## src/rtl/counter_seek_ctrl.sv

```systemverilog
`default_nettype none
// ============================================================================
//  Module   : counter_seek_ctrl
//  Brief    : Drives the inc/dec strobes of a modulo-M up/down counter so the
//             counter reaches a requested target along the shortest
//             wrap-around path. One request at a time is taken through a
//             valid/ready handshake, and cnt is sampled once at accept.
//             Optional feature macro: SEEK_RATE_EN. It adds the rate port
//             and a GAP state that inserts idle cycles between steps.
//  Revision : 1.0 - initial release
// ============================================================================
module counter_seek_ctrl #(
    parameter int M      = 13,
    parameter int B      = $clog2(M),
    parameter int RATE_W = 8
) (
    input  logic              clk,
    input  logic              rst,
    input  logic              req_valid,
    input  logic [B-1:0]      req_target,
    output logic              req_ready,
    input  logic              abort,
`ifdef SEEK_RATE_EN
    input  logic [RATE_W-1:0] rate,
`endif
    input  logic [B-1:0]      cnt,
    output logic              inc,
    output logic              dec,
    output logic              busy,
    output logic              done,
    output logic              err
);

    // ------------------------------------------------------------------------
    // State encoding
    // ------------------------------------------------------------------------
    localparam logic [2:0] c_ST_IDLE = 3'd0;
    localparam logic [2:0] c_ST_MOVE = 3'd1;
    localparam logic [2:0] c_ST_DONE = 3'd2;
    localparam logic [2:0] c_ST_ERR  = 3'd3;
`ifdef SEEK_RATE_EN
    localparam logic [2:0] c_ST_GAP  = 3'd4;
`endif

    // Modulus extended by one bit so that target + M - cnt cannot overflow.
    localparam logic [B:0]   c_MOD     = (B+1)'(M);
    localparam logic [B-1:0] c_REM_ONE = B'(1);
`ifdef SEEK_RATE_EN
    localparam logic [RATE_W-1:0] c_GAP_ONE = RATE_W'(1);
`endif

    // ------------------------------------------------------------------------
    // Registers
    // ------------------------------------------------------------------------
    logic [2:0]        r_state;
    logic [B-1:0]      r_remaining;
    logic              r_dir_up;
`ifdef SEEK_RATE_EN
    logic [RATE_W-1:0] r_rate;
    logic [RATE_W-1:0] r_gap_cnt;
`endif

    // ------------------------------------------------------------------------
    // Combinational signals
    // ------------------------------------------------------------------------
    logic [2:0]        w_state_nxt;
    logic              w_accept;
    logic [B:0]        w_tgt_ext;
    logic [B:0]        w_cnt_ext;
    logic [B:0]        w_up;
    logic [B:0]        w_down;
    logic              w_dir_up;
    logic [B:0]        w_dist;
    logic              w_tgt_bad;

    assign w_accept  = (r_state == c_ST_IDLE) && req_valid;
    assign w_tgt_ext = {1'b0, req_target};
    assign w_cnt_ext = {1'b0, cnt};
    assign w_tgt_bad = (w_tgt_ext >= c_MOD);

    // Shortest wrap-around distance; a tie on even M goes up.
    always_comb begin
        w_up     = '0;
        w_down   = '0;
        w_dir_up = 1'b1;
        w_dist   = '0;
        if (req_target >= cnt) begin
            w_up = w_tgt_ext - w_cnt_ext;
        end else begin
            w_up = w_tgt_ext + c_MOD - w_cnt_ext;
        end
        if (w_up != '0) begin
            w_down = c_MOD - w_up;
        end
        w_dir_up = (w_up <= w_down);
        w_dist   = w_dir_up ? w_up : w_down;
    end

    // State register.
    always_ff @(posedge clk) begin
        if (rst) begin
            r_state <= c_ST_IDLE;
        end else begin
            r_state <= w_state_nxt;
        end
    end

    // Next-state decode; abort takes priority over completion in MOVE/GAP.
    always_comb begin
        w_state_nxt = r_state;
        case (r_state)
            c_ST_IDLE: begin
                if (req_valid) begin
                    if (w_tgt_bad) begin
                        w_state_nxt = c_ST_ERR;
                    end else if (w_dist == '0) begin
                        w_state_nxt = c_ST_DONE;
                    end else begin
                        w_state_nxt = c_ST_MOVE;
                    end
                end
            end
            c_ST_MOVE: begin
                if (abort) begin
                    w_state_nxt = c_ST_IDLE;
                end else if (r_remaining == c_REM_ONE) begin
                    w_state_nxt = c_ST_DONE;
`ifdef SEEK_RATE_EN
                end else if (r_rate != '0) begin
                    w_state_nxt = c_ST_GAP;
`endif
                end else begin
                    w_state_nxt = c_ST_MOVE;
                end
            end
`ifdef SEEK_RATE_EN
            c_ST_GAP: begin
                if (abort) begin
                    w_state_nxt = c_ST_IDLE;
                end else if (r_gap_cnt == c_GAP_ONE) begin
                    w_state_nxt = c_ST_MOVE;
                end else begin
                    w_state_nxt = c_ST_GAP;
                end
            end
`endif
            c_ST_DONE: w_state_nxt = c_ST_IDLE;
            c_ST_ERR:  w_state_nxt = c_ST_IDLE;
            default:   w_state_nxt = c_ST_IDLE;
        endcase
    end

    // Seek context: distance and direction latched at accept, counted down per step.
    always_ff @(posedge clk) begin
        if (rst) begin
            r_remaining <= '0;
            r_dir_up    <= 1'b1;
        end else if (w_accept) begin
            r_remaining <= w_tgt_bad ? '0 : B'(w_dist);
            r_dir_up    <= w_dir_up;
        end else if (r_state == c_ST_MOVE) begin
            r_remaining <= r_remaining - c_REM_ONE;
        end
    end

`ifdef SEEK_RATE_EN
    // Gap pacing: rate latched at accept; the gap counter is primed on every
    // step so that it holds the full rate when GAP is entered.
    always_ff @(posedge clk) begin
        if (rst) begin
            r_rate    <= '0;
            r_gap_cnt <= '0;
        end else begin
            if (w_accept) begin
                r_rate <= rate;
            end
            if (r_state == c_ST_MOVE) begin
                r_gap_cnt <= r_rate;
            end else if (r_state == c_ST_GAP) begin
                r_gap_cnt <= r_gap_cnt - c_GAP_ONE;
            end
        end
    end
`endif

    // Moore outputs decoded from the registered state only.
    always_comb begin
        req_ready = (r_state == c_ST_IDLE);
        busy      = (r_state != c_ST_IDLE);
        inc       = (r_state == c_ST_MOVE) &&  r_dir_up;
        dec       = (r_state == c_ST_MOVE) && !r_dir_up;
        done      = (r_state == c_ST_DONE);
        err       = (r_state == c_ST_ERR);
    end

endmodule
`default_nettype wire

```

## config.mk

```make
export PLATFORM = sky130hd
export DESIGN_NAME = counter_seek_ctrl
export DESIGN_NICKNAME = d
export VERILOG_FILES = /design/src/rtl/counter_seek_ctrl.sv
export SDC_FILE = /design/constraint.sdc
export NUM_CORES = 1
export LEC_CHECK = 0
export CAP_MARGIN = 20
export CORE_MARGIN = 2
export CORE_UTILIZATION = 25
export DETAILED_ROUTE_END_ITERATION = 16
export HOLD_SLACK_MARGIN = 0.15
export MAX_ROUTING_LAYER = met4
export SETUP_SLACK_MARGIN = 0.15
export SLEW_MARGIN = 20
export SYNTH_ARGS = -nofsm -noshare
export SYNTH_HDL_FRONTEND = slang
export SYNTH_SLANG_ARGS = --single-unit
export TNS_END_PERCENT = 10
```

## constraint.sdc

```tcl
create_clock -name clk -period 3.65 [get_ports clk]
set_input_delay 0.73 -clock clk [delete_from_list [all_inputs] [get_ports clk]]
set_output_delay 0.73 -clock clk [all_outputs]
set_load 0.05 [all_outputs]
```

==> out/metrics.yaml, run 1 <==
initial_utilization: 0.258
synth_xor_xnor_area_share: 0.0467
total_power_uw: 488
hold_buffers: 0
avg_cell_area_syn_um2: 7.39
via_count_of_the_first_global_routing_pass: 782
synth-seq-area-share: 0.149
synth_compound_gate_area_share: 0.223
worstSetupEndpointType: "flip-flop"
ir_drop_v: 0.0000837
hold_path_class: "reg2reg"
post_synth_main_area_contributors: "ha_1 (17%), dfxtp_1 (15%), inv_1 (7.6%)"
per_cell_routed_wire_length_um: 9.95
worstPathArrival_ns: 3.38
seq_power_share: 0.226
synth-seq-cells: 7
antenna_cells_inserted: 0
cts_tree: "built"
final_core_utilization: 0.332
first_pass_iters: 4
critPathTopFamily: "adder cells"
postRouteWirelength_mm: 1.93
fin_crit_ns: 3.23
post_route_cells_drive_above_1_share: 0.0616
p_leak_nw: 0.544
p_clk_frac: 0.231
synth_edf_count: 0
vias: 882
critPathMaxStageDelay_ns: 0.50
top_layer_used: "met4"
synth_ff_type: "dfxtp_1"
post_synth_arst_share: 0
fp.dieArea_um2: 4260
setup.worst_path.start_class: "primary input"
numClockSinks: 7
core-area_um2: 3630
grt_antenna_before_repair: 0
number_of_antenna_violating_nets_in_the_routed_design: 0
global_route_wire_length_before_repair_mm: 3.29
run_status: "complete, no violations"
fmax_mhz: 309
report.final.setup_viol: 0
syn-num-nets: 154
floorplan.rows: 22
post-cts-setup-buffer-count: 0
synthCells: 127
timing.final.crit_share: 0.885
timing.critical_path.required_ns: 3.80
clock-root-buffer: "clkbuf_8"
final-hold-violation-count: 0
gpl.final_weighted_congestion: 0.801
port_buffer_count: 17
routed_via_density: 4.55
yosys.area_share.adder: 0.216
synth_most_common_cell: "inv_1"
h-tree-depth: 1
simple_gate_area_share_of_the_yosys_netlist: 0.225
buffers_and_inverters_on_the_worst_path: 3
unrepaired_setup_endpoints_after_global_routing: "no"
synth_top_family_by_area: "simple AND/OR/NAND/NOR gates"
internal-power_uw: 276
post_cts_resize_count: 0
final_max_slew_viol_count: 0
tightest_slew_ns: 0.509
slew_headroom: 0.660
fin_worst_skew_ns: 0.00217
path_class: "in2reg"
grt_start_max_net_pins: 11
fp.dieH_um: 65.3
synth_top_area_share: 0.173
critical_path.slowest_cell: "clkdlybuf4s50_1"
cts_buffer_depth: 2
route.met2.wl_um: 789
gr-usage-all-layers: 0.101
cap_viol_max_count: 0
globalRouteOverflowTotal: 0
die_width_um: 65.3
wl_met3_um: 71
yosysWarningCount: 0
p_switching_uw: 212
crit_chain: "clkdlybuf4s50_1 -> inv_1 -> ha_1 -> inv_1 -> fa_1 -> xor2_1 -> a211oi_2 -> nor2_1 -> a211oi_1 -> nor4_1 -> a211oi_1"
power.share.switching: 0.435
synthToLayoutAreaGrowth_pct: 28.4
post-route-drc-count: 0
dpl.hpwl_mm: 1.61
finish.net_count: 174
library_cell_occupying_the_most_area_in_the_post_synthesis_netlist: "ha_1"
setup-tns-final_ns: 0
wl_met1_mm: 1.02
cts-buffers-inserted: 3
power_frac_comb: 0.543
yosys-mux-area-fraction: 0.0467
commonest_cells_in_the_synthesized_netlist: "inv_1 (19), nor2_1 (18), ha_1 (13), nand2_1 (11), dfxtp_1 (7)"
syn_area_um2: 938
critPathMaxFanout: 6
clk_pin_slew_worst_paths_ns: 0.04
power_dens_cells_nw_per_um2: 405
cell_variety_after_synth: 40
ios: 18
worstSkewPairLatency_ns: 0.23
initialDrtViolationCount: 34
-- power by group through the flow --
stage               Clock (mW)  Combinational, mW  Sequential [mW]
CTS                      0.115              0.267            0.110
detailed placement           0              0.266            0.111
finish                   0.113              0.265            0.110
global placement             0              0.266            0.111
global route             0.117              0.298            0.113
floorplan                    0              0.209            0.102
-- placed cells by master, fill, tap and decap left out, types with 4 or more instances in the layout --
cell,count
a211oi_1,4
a21oi_1,5
clkdlybuf4s50_1,17
dfxtp_1,7
ha_1,13
inv_1,19
nand2_1,11
nor2_1,18
nor3_1,5
o21ai_0,4
-- layout make-up --
cell class	instances	area [um^2]
fill	411	2430
multi-input combinational	98	711
timing repair buffer	18	178
sequential	7	140
inverter	19	71.3
tap	48	60.1
clock buffer	4	45.0
-- tightest hold or removal path, cell delays in order (launching register included) --
cell and delay, ns:
dfxtp_1 0.34, a21oi_1 0.06, o21ai_0 0.06
-- through the flow --
step	cell area, um^2	std cells	setup slack (ns)	hold WS [ns]
2_1_floorplan	938	127	0.852	0.455
3_3_place_gp	1160	190	0.197	0.481
3_5_place_dp	1160	190	0.153	0.494
4_1_cts	1200	194	0.396	0.503
5_1_grt	1200	194	0.223	0.572
6_report	1200	194	0.419	0.497
-- cells by family after synthesis --
kind of cell,count (synthesis)
xor+xnor,5
flops,7
fa+ha+maj,15
buf+inv,22
mux,4
compound gates,28
simple gates,46
-- state kept, by name (all words and copies together), names as in the netlist --
name,count
r_dir_up,1
r_state,2
r_remaining,4
-- per-layer routing --
metal,vias up,track usage
li1,474,-
met1,380,0.127
met2,22,0.156
met3,6,0.0103
met4,0,0.0625
met5,-,-
-- worst paths after layout --
path | start | endpoint | slack, ns | cells after the start
max | req_target[2] | r_remaining[2]$_SDFFE_PP0P_ | 0.42 | 11
min | r_dir_up$_SDFFE_PP1P_ | r_dir_up$_SDFFE_PP1P_ | 0.50 | 2
max reg2reg | r_state[0]$_SDFFE_PP0P_ | r_remaining[2]$_SDFFE_PP0P_ | 2.00 | 6
min reg2reg | r_dir_up$_SDFFE_PP1P_ | r_dir_up$_SDFFE_PP1P_ | 0.50 | 2
Power figures use the tool's default switching activity.
==> run 2: changes to the inputs <==
--- a/config.mk
+++ b/config.mk
@@ -5,7 +5,7 @@
 export SDC_FILE = /design/constraint.sdc
 export NUM_CORES = 1
 export LEC_CHECK = 0
-export CAP_MARGIN = 20
+export CORE_ASPECT_RATIO = 1.4
 export CORE_MARGIN = 2
 export CORE_UTILIZATION = 25
 export DETAILED_ROUTE_END_ITERATION = 16
==> constraint.sdc (replaced) <==
create_clock -name clk -period 3.6 [get_ports clk]
set_input_delay 0.72 -clock clk [delete_from_list [all_inputs] [get_ports clk]]
set_output_delay 0.72 -clock clk [all_outputs]
set_load 0.05 [all_outputs]
==> run 2 against run 1 <==
Via count down 0.23%. First-iteration DRC count fell by 53%. Clock power about the same. Non-clock buffer count unchanged. Critical path depth did not move. Sequential power about the same. Cell count down 3.1%. Critical path type unchanged.
==> out/metrics.yaml, run 2 (same netlist as run 1, synthesis figures left out) <==
run_status: "complete, no violations"
unrepaired_setup_endpoints_after_global_routing: "no"
crit_chain: "clkdlybuf4s50_1 -> inv_1 -> ha_1 -> inv_1 -> fa_1 -> xor2_1 -> a211oi_2 -> nor2_1 -> a211oi_2 -> nor4_1 -> a211oi_1"
postRouteWirelength_mm: 2.02
top_layer_used: "met4"
fp.dieArea_um2: 4270
top_register: "r_remaining"
finish.net_count: 174
hold_path_class: "reg2reg"
die_width_um: 55.8
tightest_slew_ns: 0.495
critPathMaxStageDelay_ns: 0.50
setup-tns-final_ns: 0
globalRouteOverflowTotal: 0
report.final.setup_viol: 0
core-area_um2: 3610
layout_common_cells: "inv_1 (19), nor2_1 (18), clkdlybuf4s50_1 (17)"
worstSkewPairLatency_ns: 0.24
timing.final.crit_share: 0.884
p_clk_frac: 0.231
cts_buffer_depth: 2
layout_commonest_cell: "inv_1"
fin_crit_ns: 3.18
cts_tree: "built"
grt_start_max_net_pins: 11
wl_met3_um: 72
global_route_wire_length_before_repair_mm: 3.54
critPathMaxFanout: 6
path_class: "in2reg"
fmax_mhz: 314
numClockSinks: 7
fillerInstances: 387
worstPathArrival_ns: 3.34
fp.dieH_um: 76.5
dpl.hpwl_mm: 1.72
hold_buffers: 0
synthToLayoutAreaGrowth_pct: 28.1
vias: 880
dp_cells: 184
first_pass_iters: 5
ios: 18
via_count_of_the_first_global_routing_pass: 828
seq_power_share: 0.224
initial_utilization: 0.260
final-hold-violation-count: 0
post_route_cells_drive_above_1_share: 0.0685
cap_viol_max_count: 0
power.share.switching: 0.436
routed_via_density: 4.68
clk_pin_slew_worst_paths_ns: 0.04
reg_top3: "r_remaining x4, r_state x2, r_dir_up x1"
final_cell_count_no_fill: 188
ir_drop_v: 0.000278
final_max_slew_viol_count: 0
multiInputGateArea_um2: 716
route.met2.wl_um: 969
floorplan.rows: 26
antenna_cells_inserted: 0
h-tree-depth: 1
worstSetupEndpointType: "flip-flop"
grt_antenna_before_repair: 0
initialDrtViolationCount: 16
number_of_flip_flops_in_the_largest_register: 4
cts-buffers-inserted: 3
setup.worst_path.start_class: "primary input"
fin_worst_skew_ns: 0.00548
fin_worst_hold_slack_ns: 0.498
p_switching_uw: 218
port_buffer_count: 17
clock-root-buffer: "clkbuf_8"
internal-power_uw: 281
power_dens_cells_nw_per_um2: 415
slew_headroom: 0.669
gr-usage-all-layers: 0.107
number_of_antenna_violating_nets_in_the_routed_design: 0
wl_met1_um: 905
critical_path.slowest_cell: "clkdlybuf4s50_1"
power_frac_comb: 0.545
p_leak_nw: 0.545
per_cell_routed_wire_length_um: 10.7
post-route-drc-count: 0
gpl.final_weighted_congestion: 0.839
timing.critical_path.required_ns: 3.75
layout.area.seq_um2: 140
==> run 2: final cells by class <==
class,count,share of cell area
Inverter,19,0.0593
Tap cell,42,0.0437
Timing Repair Buffer,18,0.148
Clock buffer,4,0.0375
Sequential cell,7,0.117
Multi-Input combinational cell,98,0.595
==> run 2: power by group through the flow <==
stage          sequential, mW  clock [mW]  combinational, mW
5_1_grt                 0.114       0.119              0.304
3_3_place_gp            0.113           0              0.271
2_1_floorplan           0.103           0              0.212
6_report                0.112       0.115              0.272
3_5_place_dp            0.112           0              0.272
4_1_cts                 0.111       0.116              0.272
==> run 2: final timing paths <==
| check | end | from | slack, ns | depth (start not counted) |
|---|---|---|---|---|
| max reg2reg | r_remaining[2]$_SDFFE_PP0P_ | r_state[0]$_SDFFE_PP0P_ | 1.93 | 6 |
| min | r_dir_up$_SDFFE_PP1P_ | r_dir_up$_SDFFE_PP1P_ | 0.50 | 2 |
| min reg2reg | r_dir_up$_SDFFE_PP1P_ | r_dir_up$_SDFFE_PP1P_ | 0.50 | 2 |
| max | r_remaining[2]$_SDFFE_PP0P_ | req_target[2] | 0.42 | 11 |
==> run 2: worst max-delay path, delay by kind of cell <==
kind                     cells  cell delay, ns
buffers and inverters        3            0.66
AND/OR/NAND/NOR              2            0.24
XOR/XNOR                     1            0.16
AO/OA/AOI/OAI                3            0.74
adder cells (fa/ha/maj)      2            0.81
==> run 2: timing repair <==
item                       in CTS  in global routing
setup buffers                   0                  0
setup endpoints to repair       0                  1
gates resized for setup         0                  1
==> run 2: metrics by stage <==
stage	total power, mW	utilization	cell area (um^2)	setup WS (ns)
finish	0.499	0.333	1200	0.417
CTS	0.499	0.332	1200	0.358
floorplan	0.315	-	938	0.812
global placement	0.383	0.319	1150	0.163
global route	0.537	0.333	1200	0.191
detailed placement	0.383	0.319	1150	0.128
==> run 2: per-layer routing <==
layer	track usage	vias up
li1	-	473
met1	0.119	377
met2	0.174	23
met3	0.0136	7
met4	0.0732	0
met5	-	-
